$ cat config.mk
export PLATFORM = sky130hd
export DESIGN_NAME = itch_parser_wide_flat
export DESIGN_NICKNAME = d
export VERILOG_FILES = /design/src/rtl/itch_parser_wide_if.sv /design/src/rtl/itch_parser_wide.sv /design/src/flat_wrapper.sv
export SDC_FILE = /design/constraint.sdc
export NUM_CORES = 2
export LEC_CHECK = 0
export CORE_MARGIN = 2
export CORE_UTILIZATION = 30
export CTS_BUF_LIST = sky130_fd_sc_hd__clkbuf_2
export DETAILED_ROUTE_END_ITERATION = 16
export DONT_BUFFER_PORTS = 1
export SYNTH_ARGS = -nofsm -noshare
export SYNTH_HDL_FRONTEND = slang
export SYNTH_SLANG_ARGS = --single-unit
$ cat constraint.sdc
create_clock -name clk -period 10.44 [get_ports clk]
set_input_delay 2.088 -clock clk [delete_from_list [all_inputs] [get_ports clk]]
set_output_delay 2.088 -clock clk [all_outputs]
set_load 0.02 [all_outputs]
$ cat src/rtl/itch_parser_wide_if.sv
// Stream-in / record-out bundle between the payload extractor, the wide ITCH parser and the order book.
interface itch_parser_wide_if #(
  parameter int unsigned BYTES_PER_BEAT = 4,
  parameter int unsigned DROP_CNT_W     = 16
);
  logic [8*BYTES_PER_BEAT-1:0] data_i;
  logic                        valid_i;
  logic                        ready_o;
  logic [31:0]                 stock_id_o;
  logic [31:0]                 order_ref_num_o;
  logic [31:0]                 num_shares_o;
  logic [31:0]                 price_o;
  logic [3:0]                  order_type_o;
  logic                        buy_sell_o;
  logic                        valid_o;
  logic                        ready_i;
  logic [DROP_CNT_W-1:0]       drop_count_o;

  modport slave (
    input  data_i, valid_i, ready_i,
    output ready_o, stock_id_o, order_ref_num_o, num_shares_o, price_o,
           order_type_o, buy_sell_o, valid_o, drop_count_o
  );

  modport master (
    output data_i, valid_i, ready_i,
    input  ready_o, stock_id_o, order_ref_num_o, num_shares_o, price_o,
           order_type_o, buy_sell_o, valid_o, drop_count_o
  );
endinterface

$ cat src/rtl/itch_parser_wide.sv
// Multi-lane ITCH parser: walks BYTES_PER_BEAT stream bytes per beat, decodes A/F/D/E/X into a record FIFO.
module itch_parser_wide #(
  parameter int unsigned BYTES_PER_BEAT = 4,
  parameter int unsigned FIFO_DEPTH     = 4,
  parameter int unsigned DROP_CNT_W     = 16
) (
  input  logic              clk,
  input  logic              reset,
  itch_parser_wide_if.slave bus
);
  localparam int unsigned PTR_W = (FIFO_DEPTH > 1) ? $clog2(FIFO_DEPTH) : 1;
  localparam int unsigned CNT_W = PTR_W + 1;
  localparam int unsigned OFF_W = 17;

  localparam logic [1:0] S_LEN_HI = 2'd0;
  localparam logic [1:0] S_LEN_LO = 2'd1;
  localparam logic [1:0] S_BODY   = 2'd2;

  typedef struct packed {
    logic [31:0] stock;
    logic [31:0] ref_n;
    logic [31:0] shares;
    logic [31:0] price;
    logic [3:0]  otype;
    logic        bs;
  } rec_t;

  logic [1:0]            st_q, st_d;
  logic [OFF_W-1:0]      off_q, off_d;
  logic [15:0]           len_q, len_d;
  logic [7:0]            typ_q, typ_d;
  logic [31:0]           ref_q, ref_d, shares_q, shares_d, stock_q, stock_d, price_q, price_d;
  logic                  bs_q, bs_d;
  logic [DROP_CNT_W-1:0] drop_q, drop_d;
  rec_t                  mem_q [FIFO_DEPTH];
  rec_t                  mem_d [FIFO_DEPTH];
  logic [PTR_W-1:0]      wr_q, wr_d, rd_q, rd_d;
  logic [CNT_W-1:0]      cnt_q, cnt_d;
  logic                  ready_q, ready_d, valid_q, valid_d;

  logic       acc_c, pop_c, push_c, drop_c, is_af_c, is_ex_c;
  logic [7:0] byte_c;
  rec_t       rec_c;

  function automatic logic in_rng(logic [OFF_W-1:0] off, int unsigned lo, int unsigned hi);
    return (off >= OFF_W'(lo)) && (off <= OFF_W'(hi));
  endfunction

  assign acc_c = bus.valid_i && ready_q;
  assign pop_c = valid_q && bus.ready_i;

  // Byte-serial walk across the lanes; the running state carries lane to lane within the beat.
  always_comb begin
    st_d     = st_q;
    off_d    = off_q;
    len_d    = len_q;
    typ_d    = typ_q;
    ref_d    = ref_q;
    shares_d = shares_q;
    stock_d  = stock_q;
    price_d  = price_q;
    bs_d     = bs_q;
    byte_c   = '0;
    is_af_c  = 1'b0;
    is_ex_c  = 1'b0;
    push_c   = 1'b0;
    drop_c   = 1'b0;
    rec_c    = '0;
    if (acc_c) begin
      for (int i = 0; i < int'(BYTES_PER_BEAT); i++) begin
        byte_c = bus.data_i[8*i +: 8];
        case (st_d)
          S_LEN_HI: begin
            len_d    = {byte_c, 8'h00};
            typ_d    = '0;
            ref_d    = '0;
            shares_d = '0;
            stock_d  = '0;
            price_d  = '0;
            bs_d     = 1'b0;
            off_d    = OFF_W'(1);
            st_d     = S_LEN_LO;
          end
          S_LEN_LO: begin
            len_d = {len_d[15:8], byte_c};
            if (len_d == '0) begin
              drop_c = 1'b1;
              off_d  = '0;
              st_d   = S_LEN_HI;
            end else begin
              off_d = OFF_W'(2);
              st_d  = S_BODY;
            end
          end
          S_BODY: begin
            if (off_d == OFF_W'(2)) typ_d = byte_c;
            is_af_c = (typ_d == 8'h41) || (typ_d == 8'h46);
            is_ex_c = (typ_d == 8'h45) || (typ_d == 8'h58);
            if (in_rng(off_d, 15, 18)) ref_d = {ref_d[23:0], byte_c};
            if (is_af_c && off_d == OFF_W'(19)) bs_d = (byte_c == 8'h53);
            if ((is_af_c && in_rng(off_d, 20, 23)) || (is_ex_c && in_rng(off_d, 19, 22)))
              shares_d = {shares_d[23:0], byte_c};
            if (is_af_c && in_rng(off_d, 24, 27)) stock_d = {stock_d[23:0], byte_c};
            if (is_af_c && in_rng(off_d, 34, 37)) price_d = {price_d[23:0], byte_c};
            if (off_d == OFF_W'(len_d) + OFF_W'(1)) begin
              rec_c = '{stock: stock_d, ref_n: ref_d, shares: shares_d, price: price_d,
                        otype: 4'd0, bs: bs_d};
              case (typ_d)
                8'h41, 8'h46: rec_c.otype = 4'd1;
                8'h58:        rec_c.otype = 4'd2;
                8'h45:        rec_c.otype = 4'd4;
                8'h44:        rec_c.otype = 4'd8;
                default:      rec_c.otype = 4'd0;
              endcase
              push_c = (rec_c.otype != 4'd0);
              drop_c = !push_c;
              off_d  = '0;
              st_d   = S_LEN_HI;
            end else begin
              off_d = off_d + OFF_W'(1);
            end
          end
          default: begin
            off_d = '0;
            st_d  = S_LEN_HI;
          end
        endcase
      end
    end
  end

  // Record FIFO and the saturating drop counter.
  always_comb begin
    mem_d = mem_q;
    wr_d  = wr_q;
    rd_d  = rd_q;
    if (push_c) begin
      mem_d[wr_q] = rec_c;
      wr_d        = wr_q + PTR_W'(1);
    end
    if (pop_c) rd_d = rd_q + PTR_W'(1);
    cnt_d   = cnt_q + CNT_W'(push_c) - CNT_W'(pop_c);
    ready_d = (cnt_d < CNT_W'(FIFO_DEPTH));
    valid_d = (cnt_d != '0);
    drop_d  = drop_q;
    if (drop_c && (drop_q != '1)) drop_d = drop_q + DROP_CNT_W'(1);
  end

  always_ff @(posedge clk) begin
    if (reset) begin
      st_q     <= S_LEN_HI;
      off_q    <= '0;
      len_q    <= '0;
      typ_q    <= '0;
      ref_q    <= '0;
      shares_q <= '0;
      stock_q  <= '0;
      price_q  <= '0;
      bs_q     <= 1'b0;
      drop_q   <= '0;
      mem_q    <= '{default: '0};
      wr_q     <= '0;
      rd_q     <= '0;
      cnt_q    <= '0;
      ready_q  <= 1'b1;
      valid_q  <= 1'b0;
    end else begin
      st_q     <= st_d;
      off_q    <= off_d;
      len_q    <= len_d;
      typ_q    <= typ_d;
      ref_q    <= ref_d;
      shares_q <= shares_d;
      stock_q  <= stock_d;
      price_q  <= price_d;
      bs_q     <= bs_d;
      drop_q   <= drop_d;
      mem_q    <= mem_d;
      wr_q     <= wr_d;
      rd_q     <= rd_d;
      cnt_q    <= cnt_d;
      ready_q  <= ready_d;
      valid_q  <= valid_d;
    end
  end

  assign bus.ready_o         = ready_q;
  assign bus.valid_o         = valid_q;
  assign bus.stock_id_o      = mem_q[rd_q].stock;
  assign bus.order_ref_num_o = mem_q[rd_q].ref_n;
  assign bus.num_shares_o    = mem_q[rd_q].shares;
  assign bus.price_o         = mem_q[rd_q].price;
  assign bus.order_type_o    = mem_q[rd_q].otype;
  assign bus.buy_sell_o      = mem_q[rd_q].bs;
  assign bus.drop_count_o    = drop_q;
endmodule
$ cat src/flat_wrapper.sv
// flat-port wrapper written by rule: the top's interface ports become plain ports
module itch_parser_wide_flat 
#(
  parameter int unsigned BYTES_PER_BEAT = 4,
  parameter int unsigned FIFO_DEPTH     = 4,
  parameter int unsigned DROP_CNT_W     = 16
)
  (clk, reset, bus_data_i, bus_valid_i, bus_ready_i, bus_ready_o, bus_stock_id_o, bus_order_ref_num_o, bus_num_shares_o, bus_price_o, bus_order_type_o, bus_buy_sell_o, bus_valid_o, bus_drop_count_o);
  itch_parser_wide_if #(.BYTES_PER_BEAT(BYTES_PER_BEAT), .DROP_CNT_W(DROP_CNT_W)) bus_i ();
  input  logic clk;
  input  logic reset;
  input wire logic [$bits(bus_i.data_i)-1:0] bus_data_i;
  input wire logic [$bits(bus_i.valid_i)-1:0] bus_valid_i;
  input wire logic [$bits(bus_i.ready_i)-1:0] bus_ready_i;
  output wire logic [$bits(bus_i.ready_o)-1:0] bus_ready_o;
  output wire logic [$bits(bus_i.stock_id_o)-1:0] bus_stock_id_o;
  output wire logic [$bits(bus_i.order_ref_num_o)-1:0] bus_order_ref_num_o;
  output wire logic [$bits(bus_i.num_shares_o)-1:0] bus_num_shares_o;
  output wire logic [$bits(bus_i.price_o)-1:0] bus_price_o;
  output wire logic [$bits(bus_i.order_type_o)-1:0] bus_order_type_o;
  output wire logic [$bits(bus_i.buy_sell_o)-1:0] bus_buy_sell_o;
  output wire logic [$bits(bus_i.valid_o)-1:0] bus_valid_o;
  output wire logic [$bits(bus_i.drop_count_o)-1:0] bus_drop_count_o;
  assign bus_i.data_i = bus_data_i;
  assign bus_i.valid_i = bus_valid_i;
  assign bus_i.ready_i = bus_ready_i;
  assign bus_ready_o = bus_i.ready_o;
  assign bus_stock_id_o = bus_i.stock_id_o;
  assign bus_order_ref_num_o = bus_i.order_ref_num_o;
  assign bus_num_shares_o = bus_i.num_shares_o;
  assign bus_price_o = bus_i.price_o;
  assign bus_order_type_o = bus_i.order_type_o;
  assign bus_buy_sell_o = bus_i.buy_sell_o;
  assign bus_valid_o = bus_i.valid_o;
  assign bus_drop_count_o = bus_i.drop_count_o;
  itch_parser_wide #(.BYTES_PER_BEAT(BYTES_PER_BEAT), .FIFO_DEPTH(FIFO_DEPTH), .DROP_CNT_W(DROP_CNT_W)) u_core (.clk(clk), .reset(reset), .bus(bus_i));
endmodule
==> impl_metrics.toml <==
[sta]
max_freq_mhz = 98.8
setup_tns_ns = 0
slew_headroom_pct = -41.3
rsz0062_at_grt = "false"
period_minus_slack_ns = 10.12
hold_viol_final = 0
maxSlewViolCount = 572
holdWs_ns = 0.454
fin_skew_ns = 0.284
setup_viol = 0
tightest_slew_ns = 2.12
fin_crit_sh_pct = 96.9

[route]
vias = 57938
via_per_inst = 6.14
wl_per_cell_um = 26.3
drt_iter0_drc = 7462
post-route-drc-count = 0
first_pass_iters = 7
routed_wl_mm = 248
antenna_left = 0

[cts]
cts.clk_slew.worst_paths_ns = 0.09
cts_hold_buf = 0
clk_latency_ns = 1.85
clock_sinks = 729
cts_tree = "yes"
cts_buffers = 199
cts_root_buf = "clkbuf_2"
cts-htree-levels = 4
cts_max_path_buffers = 3

[layout]
layout.nets = 6989
utilization_pct = 32.7
instances_no_fill = 9433
drive_gt1_share_pct = 14.2
syn_to_final_growth_pct = 8.19

[placement]
dp_cells = 9077
hpwl_mm = 164
io_buffers = 0
place.gp.congestion = 0.994

[floorplanning]
core_area_um2 = 179000
rows = 155
die-area_um2 = 184000
die_width_um = 429
pin_count = 187
initial_core_util_pct = 30.3
fp.dieH_um = 429

[synthesis]
netlist_area_um2 = 54100
synth_ff_type = "dfxtp_1"
yosysWarnings = 0
synth-edff-count = 0
syn_area_per_cell_um2 = 7.57
async_flop_share_pct = 0
syn_inst = 7148
ys_ff_latch = 729
ys_seq_area_share_pct = 27.0
synth.distinct_cells = 129
syn-num-nets = 7214

[flow_run]
cap_violations = 0

[global_route]
antenna_found_initial = 6
grt_pass1_vias = 54251
grt_max_degree = 711
gr-total-overflow = 0
grt_pass1_wl_mm = 363
grt_usage_pct = 25.6

[power_and_ir_drop]
ir_drop_mv = 0.112
p_leak_nw = 18.8
power-per-cell-area_nw_per_um2 = 133
total_power_mw = 7.77

[worst_setup_path]
cp.required_ns = 11.94
max_stage_delay_ns = 0.66
startpoint_type = "register"
cp-end-kind = "register"
critPathKind = "register to register"
critical_path_arrival_ns = 11.62
critPathMaxFanout = 29
cpMaxStageDelayCell = "buf_4"

[run_status]
status = "complete, but fails checks"
violations = "slew limit"

[hold_path]
hold_path.class = "register to register"
## synthesized netlist by cell type (22+ instances only)
cell type / n / area [um2]
a211oi_1: 66 / 495
a21o_1: 29 / 218
a21oi_1: 728 / 3640
a221oi_1: 49 / 429
a22o_1: 44 / 385
a22oi_1: 145 / 1090
a2bb2oi_1: 24 / 210
a31oi_1: 38 / 238
and2_1: 51 / 319
and3_1: 56 / 350
buf_1: 69 / 259
buf_2: 142 / 711
buf_4: 27 / 203
clkbuf_1: 426 / 1600
dfxtp_1: 729 / 14600
ha_1: 29 / 363
inv_1: 74 / 278
mux2_2: 153 / 1720
mux2i_1: 379 / 3790
mux4_2: 133 / 3000
nand2_1: 1191 / 4470
nand2b_1: 51 / 319
nand3_1: 230 / 1150
nand3b_1: 182 / 1370
nand4_1: 50 / 313
nor2_1: 557 / 2090
nor2b_1: 39 / 244
nor3_1: 106 / 531
nor3b_1: 24 / 180
nor4_1: 61 / 382
o211ai_1: 83 / 623
o21ai_0: 375 / 1880
o21ai_1: 133 / 666
o22ai_1: 93 / 582
or2_2: 22 / 138
or3_1: 22 / 138
or4_1: 25 / 188
xnor2_1: 82 / 718
xor2_1: 35 / 307
## cell type report
cell class	count	area (um2)
multi-input combinational	5664	36700
clock buffer	287	1440
antenna	7	17.5
tap	2355	2950
fill	19118	120000
timing repair buffer	252	2220
sequential	729	14600
inverter	77	292
clock inverter	62	330
## stage by stage
stage,setup slack (ns),instance area [um2]
3_3_place_gp,0.258,56800
6_report,0.322,58500
2_1_floorplan,0.404,54100
3_5_place_dp,0.168,56800
5_1_grt,0.0704,58500
4_1_cts,0.618,58500
## worst paths after layout
path,end,slack (ns),cells after the start,startpoint
max,u_core.mem_q[463]$_SDFFE_PP0P_,0.32,30,u_core.len_q[1]$_SDFFE_PP0P_
min,u_core.mem_q[113]$_SDFFE_PP0P_,0.45,2,u_core.mem_q[113]$_SDFFE_PP0P_
max reg2reg,u_core.mem_q[463]$_SDFFE_PP0P_,0.32,30,u_core.len_q[1]$_SDFFE_PP0P_
min reg2reg,u_core.mem_q[113]$_SDFFE_PP0P_,0.45,2,u_core.mem_q[113]$_SDFFE_PP0P_
## sequential cells by signal, summed over array words and instances, names as in the netlist, 8 cells and up
name                     cells
u_core.ref_q                32
u_core.price_q              32
u_core.len_q                16
u_core.off_q                17
u_core.shares_q             32
u_core.bus.drop_count_o     16
u_core.mem_q               532
u_core.typ_q                 8
u_core.stock_q              32
## cells in the final DEF, fill, tap and decap left out, types with 66 or more instances in the layout
cell type	n
a21oi_1	726
a22oi_1	145
nor3_1	102
dfxtp_1	727
o21ai_0	375
o211ai_1	83
a211oi_1	66
mux4_2	133
nand2_1	1185
nand3_1	229
xnor2_1	82
nand3b_1	182
mux2_2	150
o21ai_1	133
inv_1	74
mux2i_1	377
o22ai_1	92
nor2_1	549
clkbuf_2	287
buf_4	226
## timing repair
action | 4_1_cts | 5_1_grt
resized for setup | 0 | 1
endpoints found under the setup margin | 0 | 1
buffers inserted | 0 | 0
## cells by family after synthesis
logic type	share of synthesized area (%)
muxes	16.0
and+or+nand+nor	23.9
xor gates and xnor gates	2.05
DFF	27.0
buffers and inverters	5.92
AOI/OAI and AO/OA	24.4
adders and majority gates	0.708
## report_power, final
part           switching, mW  internal (mW)  total, mW
Sequential             0.105           2.81       2.92
Combinational           1.98          0.733       2.72
Clock                   1.35          0.783       2.13
Total                   3.44           4.33       7.77
## routing by layer
layer  global-route usage (%)  routed length (um)  share of wire (%)  vias to the layer above
met2                     38.8              107000                 43                     3609
met5                    0.182                 116              0.047                        -
met4                     17.6               18900                7.6                        8
met3                     6.52               26900                 11                      835
li1                         -                   -                  -                    25706
met1                     31.8               95600                 39                    27780
## critical path, delay by kind of cell (launching register included)
family	cells	cell delay [ns]
compound gates	6	2.01
xor+xnor	2	0.35
fa+ha+maj	2	0.69
buf+inv	3	1.09
flops	1	0.52
mux	1	0.23
simple gates	16	4.86
(Power assumes the default switching activity.)
